===== config.mk =====
export PLATFORM = sky130hd
export DESIGN_NAME = mux4_rr_arbiter_flat
export DESIGN_NICKNAME = d
export VERILOG_FILES = /design/src/rtl/mux4_rr_arbiter_pkg.sv /design/src/rtl/mux4_rr_arbiter_if.sv /design/src/rtl/mux4_rr_arbiter_rr_pick4.sv /design/src/rtl/mux4_rr_arbiter.sv /design/src/flat_wrapper.sv
export SDC_FILE = /design/constraint.sdc
export NUM_CORES = 1
export LEC_CHECK = 0
export CORE_UTILIZATION = 30
export CTS_BUF_LIST = sky130_fd_sc_hd__clkbuf_8 sky130_fd_sc_hd__clkbuf_16
export DETAILED_ROUTE_END_ITERATION = 16
export GPL_TIMING_DRIVEN = 0
export MAX_ROUTING_LAYER = met4
export PLACE_DENSITY = 0.49
export SYNTH_ARGS = -nofsm -noshare
export SYNTH_HDL_FRONTEND = slang
export SYNTH_SLANG_ARGS = --single-unit

===== constraint.sdc =====
create_clock -name clk -period 3.61 [get_ports clk]
set_input_delay 1.083 -clock clk [delete_from_list [all_inputs] [get_ports clk]]
set_output_delay 1.083 -clock clk [all_outputs]
set_load 0.005 [all_outputs]

===== src/rtl/mux4_rr_arbiter_pkg.sv =====
`default_nettype none
// ---------------------------------------------------------------------------
// mux4_arb_pkg : shared types and helpers for the 4-way round-robin arbiter
// Revision 1.0
// ---------------------------------------------------------------------------
package mux4_arb_pkg;

   localparam int N_REQ = 4;
   localparam int SEL_W = 2;

   typedef enum logic [1:0] {
      ST_IDLE   = 2'd0,
      ST_GRANT  = 2'd1,
      ST_SWITCH = 2'd2
   } arb_state_t;

   function automatic logic [SEL_W-1:0] onehot_to_idx(input logic [N_REQ-1:0] oh);
      logic [SEL_W-1:0] idx;
      idx = '0;
      for (int i = 0; i < N_REQ; i++) begin
         if (oh[i]) idx = SEL_W'(i);
      end
      return idx;
   endfunction

endpackage
`default_nettype wire


===== src/rtl/mux4_rr_arbiter_if.sv =====
`default_nettype none
// ---------------------------------------------------------------------------
// mux4_rr_arbiter_if : request/grant bundle between requesters and arbiter
// Revision 1.0
// ---------------------------------------------------------------------------
interface mux4_rr_arbiter_if;

   logic       en;
   logic [3:0] req;
   logic [3:0] gnt;
   logic [1:0] sel;
   logic       valid;
   logic       busy;

   modport master (
      output en,
      output req,
      input  gnt,
      input  sel,
      input  valid,
      input  busy
   );

   modport slave (
      input  en,
      input  req,
      output gnt,
      output sel,
      output valid,
      output busy
   );

endinterface
`default_nettype wire


===== src/rtl/mux4_rr_arbiter_rr_pick4.sv =====
`default_nettype none
// ---------------------------------------------------------------------------
// rr_pick4 : combinational round-robin picker, searches last+1 .. last+4 mod 4
// Revision 1.0
// ---------------------------------------------------------------------------
module rr_pick4
   import mux4_arb_pkg::*;
(
   input  logic [N_REQ-1:0] i_req,
   input  logic [SEL_W-1:0] i_last,
   output logic [SEL_W-1:0] o_pick,
   output logic             o_any
);

   logic [SEL_W-1:0] w_idx;
   logic             w_found;

   // The 2-bit index wraps naturally, so k=4 lands back on i_last itself.
   always_comb begin
      o_pick  = i_last;
      w_found = 1'b0;
      w_idx   = '0;
      for (int k = 1; k <= N_REQ; k++) begin
         w_idx = i_last + SEL_W'(k);
         if (!w_found && i_req[w_idx]) begin
            o_pick  = w_idx;
            w_found = 1'b1;
         end
      end
   end

   assign o_any = |i_req;

endmodule
`default_nettype wire


===== src/rtl/mux4_rr_arbiter.sv =====
`default_nettype none
// ---------------------------------------------------------------------------
// mux4_rr_arbiter : time-sliced round-robin owner of the 4:1 mux select
// Revision 1.0
// ---------------------------------------------------------------------------
module mux4_rr_arbiter
   import mux4_arb_pkg::*;
#(
   parameter int SLICE_CYCLES = 8,
   parameter int CNT_W        = 8
)(
   input  logic               clk,
   input  logic               rst,
   mux4_rr_arbiter_if.slave   arb
);

   localparam logic [CNT_W-1:0] c_CNT_LAST = CNT_W'(SLICE_CYCLES - 1);

   arb_state_t       r_state;
   arb_state_t       w_state_nxt;
   logic [SEL_W-1:0] r_last;
   logic [SEL_W-1:0] w_last_nxt;
   logic [SEL_W-1:0] r_sel;
   logic [SEL_W-1:0] w_sel_nxt;
   logic [N_REQ-1:0] r_gnt;
   logic [N_REQ-1:0] w_gnt_nxt;
   logic             r_valid;
   logic             w_valid_nxt;
   logic             r_busy;
   logic             w_busy_nxt;
   logic [CNT_W-1:0] r_cnt;
   logic [CNT_W-1:0] w_cnt_nxt;

   logic [SEL_W-1:0] w_pick;
   logic             w_any;
   logic             w_release;
   logic             w_preempt;
   logic             w_exit;

   rr_pick4 u_pick (
      .i_req  (arb.req),
      .i_last (r_last),
      .o_pick (w_pick),
      .o_any  (w_any)
   );

   assign w_release = ~arb.req[r_sel];
   assign w_preempt = (r_cnt == c_CNT_LAST) && ((arb.req & ~r_gnt) != '0);
   assign w_exit    = w_release | w_preempt | ~arb.en;

   always_ff @(posedge clk or posedge rst) begin
      if (rst) begin
         r_state <= ST_IDLE;
         r_last  <= 2'd3;
         r_sel   <= '0;
         r_cnt   <= '0;
         r_gnt   <= '0;
         r_valid <= 1'b0;
         r_busy  <= 1'b0;
      end else begin
         r_state <= w_state_nxt;
         r_last  <= w_last_nxt;
         r_sel   <= w_sel_nxt;
         r_cnt   <= w_cnt_nxt;
         r_gnt   <= w_gnt_nxt;
         r_valid <= w_valid_nxt;
         r_busy  <= w_busy_nxt;
      end
   end

   always_comb begin
      w_state_nxt = r_state;
      w_last_nxt  = r_last;
      w_sel_nxt   = r_sel;
      w_cnt_nxt   = r_cnt;
      case (r_state)
         ST_IDLE: begin
            if (arb.en && w_any) begin
               w_state_nxt = ST_GRANT;
               w_sel_nxt   = w_pick;
               w_cnt_nxt   = '0;
            end
         end
         ST_GRANT: begin
            if (w_exit) begin
               w_state_nxt = ST_SWITCH;
               w_last_nxt  = onehot_to_idx(r_gnt);
               w_cnt_nxt   = '0;
            end else if (r_cnt != c_CNT_LAST) begin
               w_cnt_nxt   = r_cnt + 1'b1;
            end
         end
         ST_SWITCH: begin
            // r_last already holds the outgoing owner, so the picker rotates past it.
            if (arb.en && w_any) begin
               w_state_nxt = ST_GRANT;
               w_sel_nxt   = w_pick;
               w_cnt_nxt   = '0;
            end else begin
               w_state_nxt = ST_IDLE;
            end
         end
         default: begin
            w_state_nxt = ST_IDLE;
         end
      endcase
   end

   // Outputs are decoded from the next state so they land in registers.
   always_comb begin
      w_gnt_nxt   = '0;
      w_valid_nxt = 1'b0;
      w_busy_nxt  = (w_state_nxt != ST_IDLE);
      if (w_state_nxt == ST_GRANT) begin
         w_gnt_nxt   = {{(N_REQ-1){1'b0}}, 1'b1} << w_sel_nxt;
         w_valid_nxt = 1'b1;
      end
   end

   assign arb.gnt   = r_gnt;
   assign arb.sel   = r_sel;
   assign arb.valid = r_valid;
   assign arb.busy  = r_busy;

endmodule
`default_nettype wire


===== src/flat_wrapper.sv =====
// flat-port wrapper written by rule: the top's interface ports become plain ports
module mux4_rr_arbiter_flat import mux4_arb_pkg::*;
#(
   parameter int SLICE_CYCLES = 8,
   parameter int CNT_W        = 8
)
  (clk, rst, arb_en, arb_req, arb_gnt, arb_sel, arb_valid, arb_busy);
  mux4_rr_arbiter_if arb_i ();
  input  logic clk;
  input  logic rst;
  input wire logic [$bits(arb_i.en)-1:0] arb_en;
  input wire logic [$bits(arb_i.req)-1:0] arb_req;
  output wire logic [$bits(arb_i.gnt)-1:0] arb_gnt;
  output wire logic [$bits(arb_i.sel)-1:0] arb_sel;
  output wire logic [$bits(arb_i.valid)-1:0] arb_valid;
  output wire logic [$bits(arb_i.busy)-1:0] arb_busy;
  assign arb_i.en = arb_en;
  assign arb_i.req = arb_req;
  assign arb_gnt = arb_i.gnt;
  assign arb_sel = arb_i.sel;
  assign arb_valid = arb_i.valid;
  assign arb_busy = arb_i.busy;
  mux4_rr_arbiter #(.SLICE_CYCLES(SLICE_CYCLES), .CNT_W(CNT_W)) u_core (.clk(clk), .rst(rst), .arb(arb_i));
endmodule

==> results of run 1 <==
[through the flow]
stage | utilization (%) | hold WS [ns] | setup slack, ns | cells
after global placement | 36.6 | 0.476 | 0.486 | 176
after global routing | 37.8 | 0.521 | 0.660 | 180
after detailed placement | 36.6 | 0.488 | 0.460 | 176
after CTS | 37.8 | 0.499 | 0.733 | 180
after floorplan | - | 0.452 | 1.19 | 114
final | 37.8 | 0.499 | 0.727 | 180
[worst reg2reg max path: cells and delay by family, from the launching register on]
kind            cells  cell delay [ns]
compound gates      2             0.54
fa+ha+maj           1             0.25
buf+inv             2             0.32
flops               1             0.42
simple gates        2             0.26
[path summary, 6_finish.rpt]
path | depth (start not counted) | start | slack, ns | endpoint
setup reg to reg | 7 | u_core.r_cnt[0] | 1.73 | u_core.r_cnt[3]
hold / removal | 1 | u_core.r_cnt[7] | 0.50 | u_core.r_cnt[7]
max in group asynchronous | 2 | rst | 1.88 | u_core.r_state[1]
min in group asynchronous | 2 | rst | 1.25 | u_core.arb.valid
setup / recovery | 8 | arb_req[3] | 0.73 | u_core.arb.gnt[3]
hold reg to reg | 1 | u_core.r_cnt[7] | 0.50 | u_core.r_cnt[7]
[cell families after synthesis]
kind of cell | after synthesis
buffers and inverters | 14
AO/OA/AOI/OAI | 28
AND/OR/NAND/NOR | 43
flip-flops | 20
adder cells (fa/ha/maj) | 1
multiplexers | 8
[cell usage in the layout (no fill, tap or decap), types with 2 or more instances in the layout]
cell / n
a2111oi_0: 2
a21oi_1: 9
and3_1: 3
buf_6: 2
clkbuf_8: 3
clkdlybuf4s50_1: 14
dfrtp_1: 18
dfstp_2: 2
inv_1: 10
mux2i_1: 8
nand2_1: 7
nand2b_1: 4
nand3_1: 7
nand3b_1: 2
nor2_1: 5
nor3_1: 3
nor3b_1: 2
o21ai_0: 5
o31ai_1: 2
or2b_1: 2
or3_1: 2
[power by group]
part / internal [W] / total (W) / switching (W)
sequential: 0.000272 / 0.000308 / 0.0000351
clock: 0.0000757 / 0.000150 / 0.0000746
combinational: 0.000127 / 0.000260 / 0.000133
[final cells by class]
type / instances / share of cell area (%)
multi-input combinational: 80 / 40.7
sequential: 20 / 36.3
timing repair buffer: 14 / 10.1
tap: 48 / 4.34
inverter: 11 / 3.34
clock buffer: 3 / 2.98
buffer: 3 / 1.90
clock inverter: 1 / 0.271
[layer usage]
layer	vias up	track usage (%)
met3	2	2.72
met2	8	20.2
met5	-	-
li1	449	-
met4	0	5.11
met1	427	18.5
[flip-flops by register name (all words and copies together), names as in the netlist]
| signal | count |
|---|---|
| u_core.arb.sel | 2 |
| u_core.r_last | 2 |
| u_core.arb.busy | 1 |
| u_core.arb.gnt | 4 |
| u_core.r_cnt | 8 |
| u_core.arb.valid | 1 |
| u_core.r_state | 2 |
==> results_dict.tcl, run 1 <==
set metrics [dict create \
    outcome "finished clean" \
    synth_most_common_cell "dfrtp_1" \
    synthXorXnorAreaFrac_pct 0 \
    synth_area_leaders "dfrtp_1, mux2i_1, dfstp_2" \
    die-area_um2 4050 \
    diodes 0 \
    max_stage_delay_ns 0.61 \
    rsz0062_at_grt "false" \
    ir_drop_uv 254 \
    crit_path_cell_trace "clkdlybuf4s50_1 -> or4_4 -> nand2_4 -> o21a_4 -> inv_6 -> a21oi_4 -> inv_2 -> and3_1" \
    io_buffers 14 \
    register_area_um2 503 \
    worstSetupPathType "in2reg" \
    drtIter0Drc 24 \
    yosysTopAreaCellShare_pct 39.5 \
    grt_pass1_wl_mm 4.17 \
    required_ns 3.76 \
    power.density_nw_per_um2 518 \
    yosysTopAreaCell "dfrtp_1" \
    numCtsBuffers 3 \
    met2WireLength_mm 1.14 \
    die_y_um 63.6 \
    avgViaCountPerCell 4.92 \
    hold_class "reg2reg" \
    slew_viol_final 0 \
    cts_buffer_depth 2 \
    syn_area_um2 1140 \
    cts_setup_buffers 0 \
    ys_types 39 \
    maxClockFrequency_mhz 347 \
    cts_resized 0 \
    met1_length_mm 1.12 \
    ys_seq_area_share_pct 44.1 \
    setup.worst_path.start_class "input port" \
    yosys-top-cells-count "dfrtp_1, a21oi_1, inv_1, mux2i_1" \
    cts_num_sinks 20 \
    total_power_w 0.000718 \
    yosys_warnings 0 \
    power_leakage_nw 0.599 \
    critPathMaxFanout 9 \
    setup_violations 0 \
    finalHoldViolCount 0 \
    synth_edf_count 0 \
    route.met3.wl_um 48 \
    globalplace.congestion 0.831 \
    drive_gt1_share_pct 14.4 \
    relSlewSlack_pct 49.6 \
    synth-seq-cells 20 \
    synth_top_family_by_area "simple AND/OR/NAND/NOR gates" \
    antenna_found_initial 0 \
    synthArstFlopShare_pct 100 \
    wl_per_cell_um 13.0 \
    die_w_um 63.6 \
    overflow 0 \
    synth-compound-area-share_pct 19.4 \
    routed_wl_mm 2.33 \
    cts_tree "yes" \
    arrival_ns 3.03 \
    dpl.hpwl_mm 1.73 \
    synthMuxAreaShare_pct 7.03 \
    syn_to_final_growth_pct 21.5 \
    end_kind "flop" \
    nets 141 \
    final.min_clock_period_ns 2.88 \
    globalRouteTotalUtil_pct 13.7 \
    fin_area_um2 1390 \
    tns_ns 0 \
    tightest_slew_ns 0.755 \
    clk_pin_slew_worst_paths_ns 0.08 \
    placement.cell_area_um2 1340 \
    syn-mean-instance-area_um2 10.0 \
    synth-simple-area-share_pct 22.0 \
    critPathSlowestCell "or4_4" \
    crit_family "simple AND/OR/NAND/NOR gates" \
    ios 15 \
    cts-root-buf "clkbuf_8" \
    synth-adder-area-share_pct 1.10 \
    drv_cap 0 \
    dr.pass1.iters 4 \
    num_rows 22 \
    htreeDepth 1 \
    initial_core_util_pct 31.1 \
    multi_input_area_um2 564 \
    ant_nets 0 \
    post-route-drc-count 0 \
    ys.flop_type "dfrtp_1" \
    cts_hold_buffers 0 \
    coreArea_um2 3660 \
    routed.top_layer "met4" \
    skew_ns 0.00981 \
    grt_max_degree 21 \
    n_fill_cell 361 \
    insertion_delay_ns 0.26 \
    critPathBufInv 3 \
    grt_pass1_vias 892 \
    fin_crit_sh_pct 79.9 \
    synth_fp_nets 122 \
    postSynthCellCount 114 \
    vias 886 \
]
(Power assumes the default switching activity.)
==> run 2: changes to the inputs <==
==> constraint.sdc (replaced) <==
create_clock -name clk -period 2.7 [get_ports clk]
set_input_delay 0.81 -clock clk [delete_from_list [all_inputs] [get_ports clk]]
set_output_delay 0.81 -clock clk [all_outputs]
set_load 0.005 [all_outputs]
==> results of run 2 <==
Same layout as run 1 (identical final DEF). Status: finished clean.
Among the figures that moved: setup slack after placement 0.460 ns -> -0.177 ns; setup slack after layout 0.727 ns -> 0.0896 ns; register-to-register setup slack 1.73 ns -> 0.82 ns; total power 0.000718 W -> 0.000960 W; worst IR drop on VDD 254 µV -> 340 µV
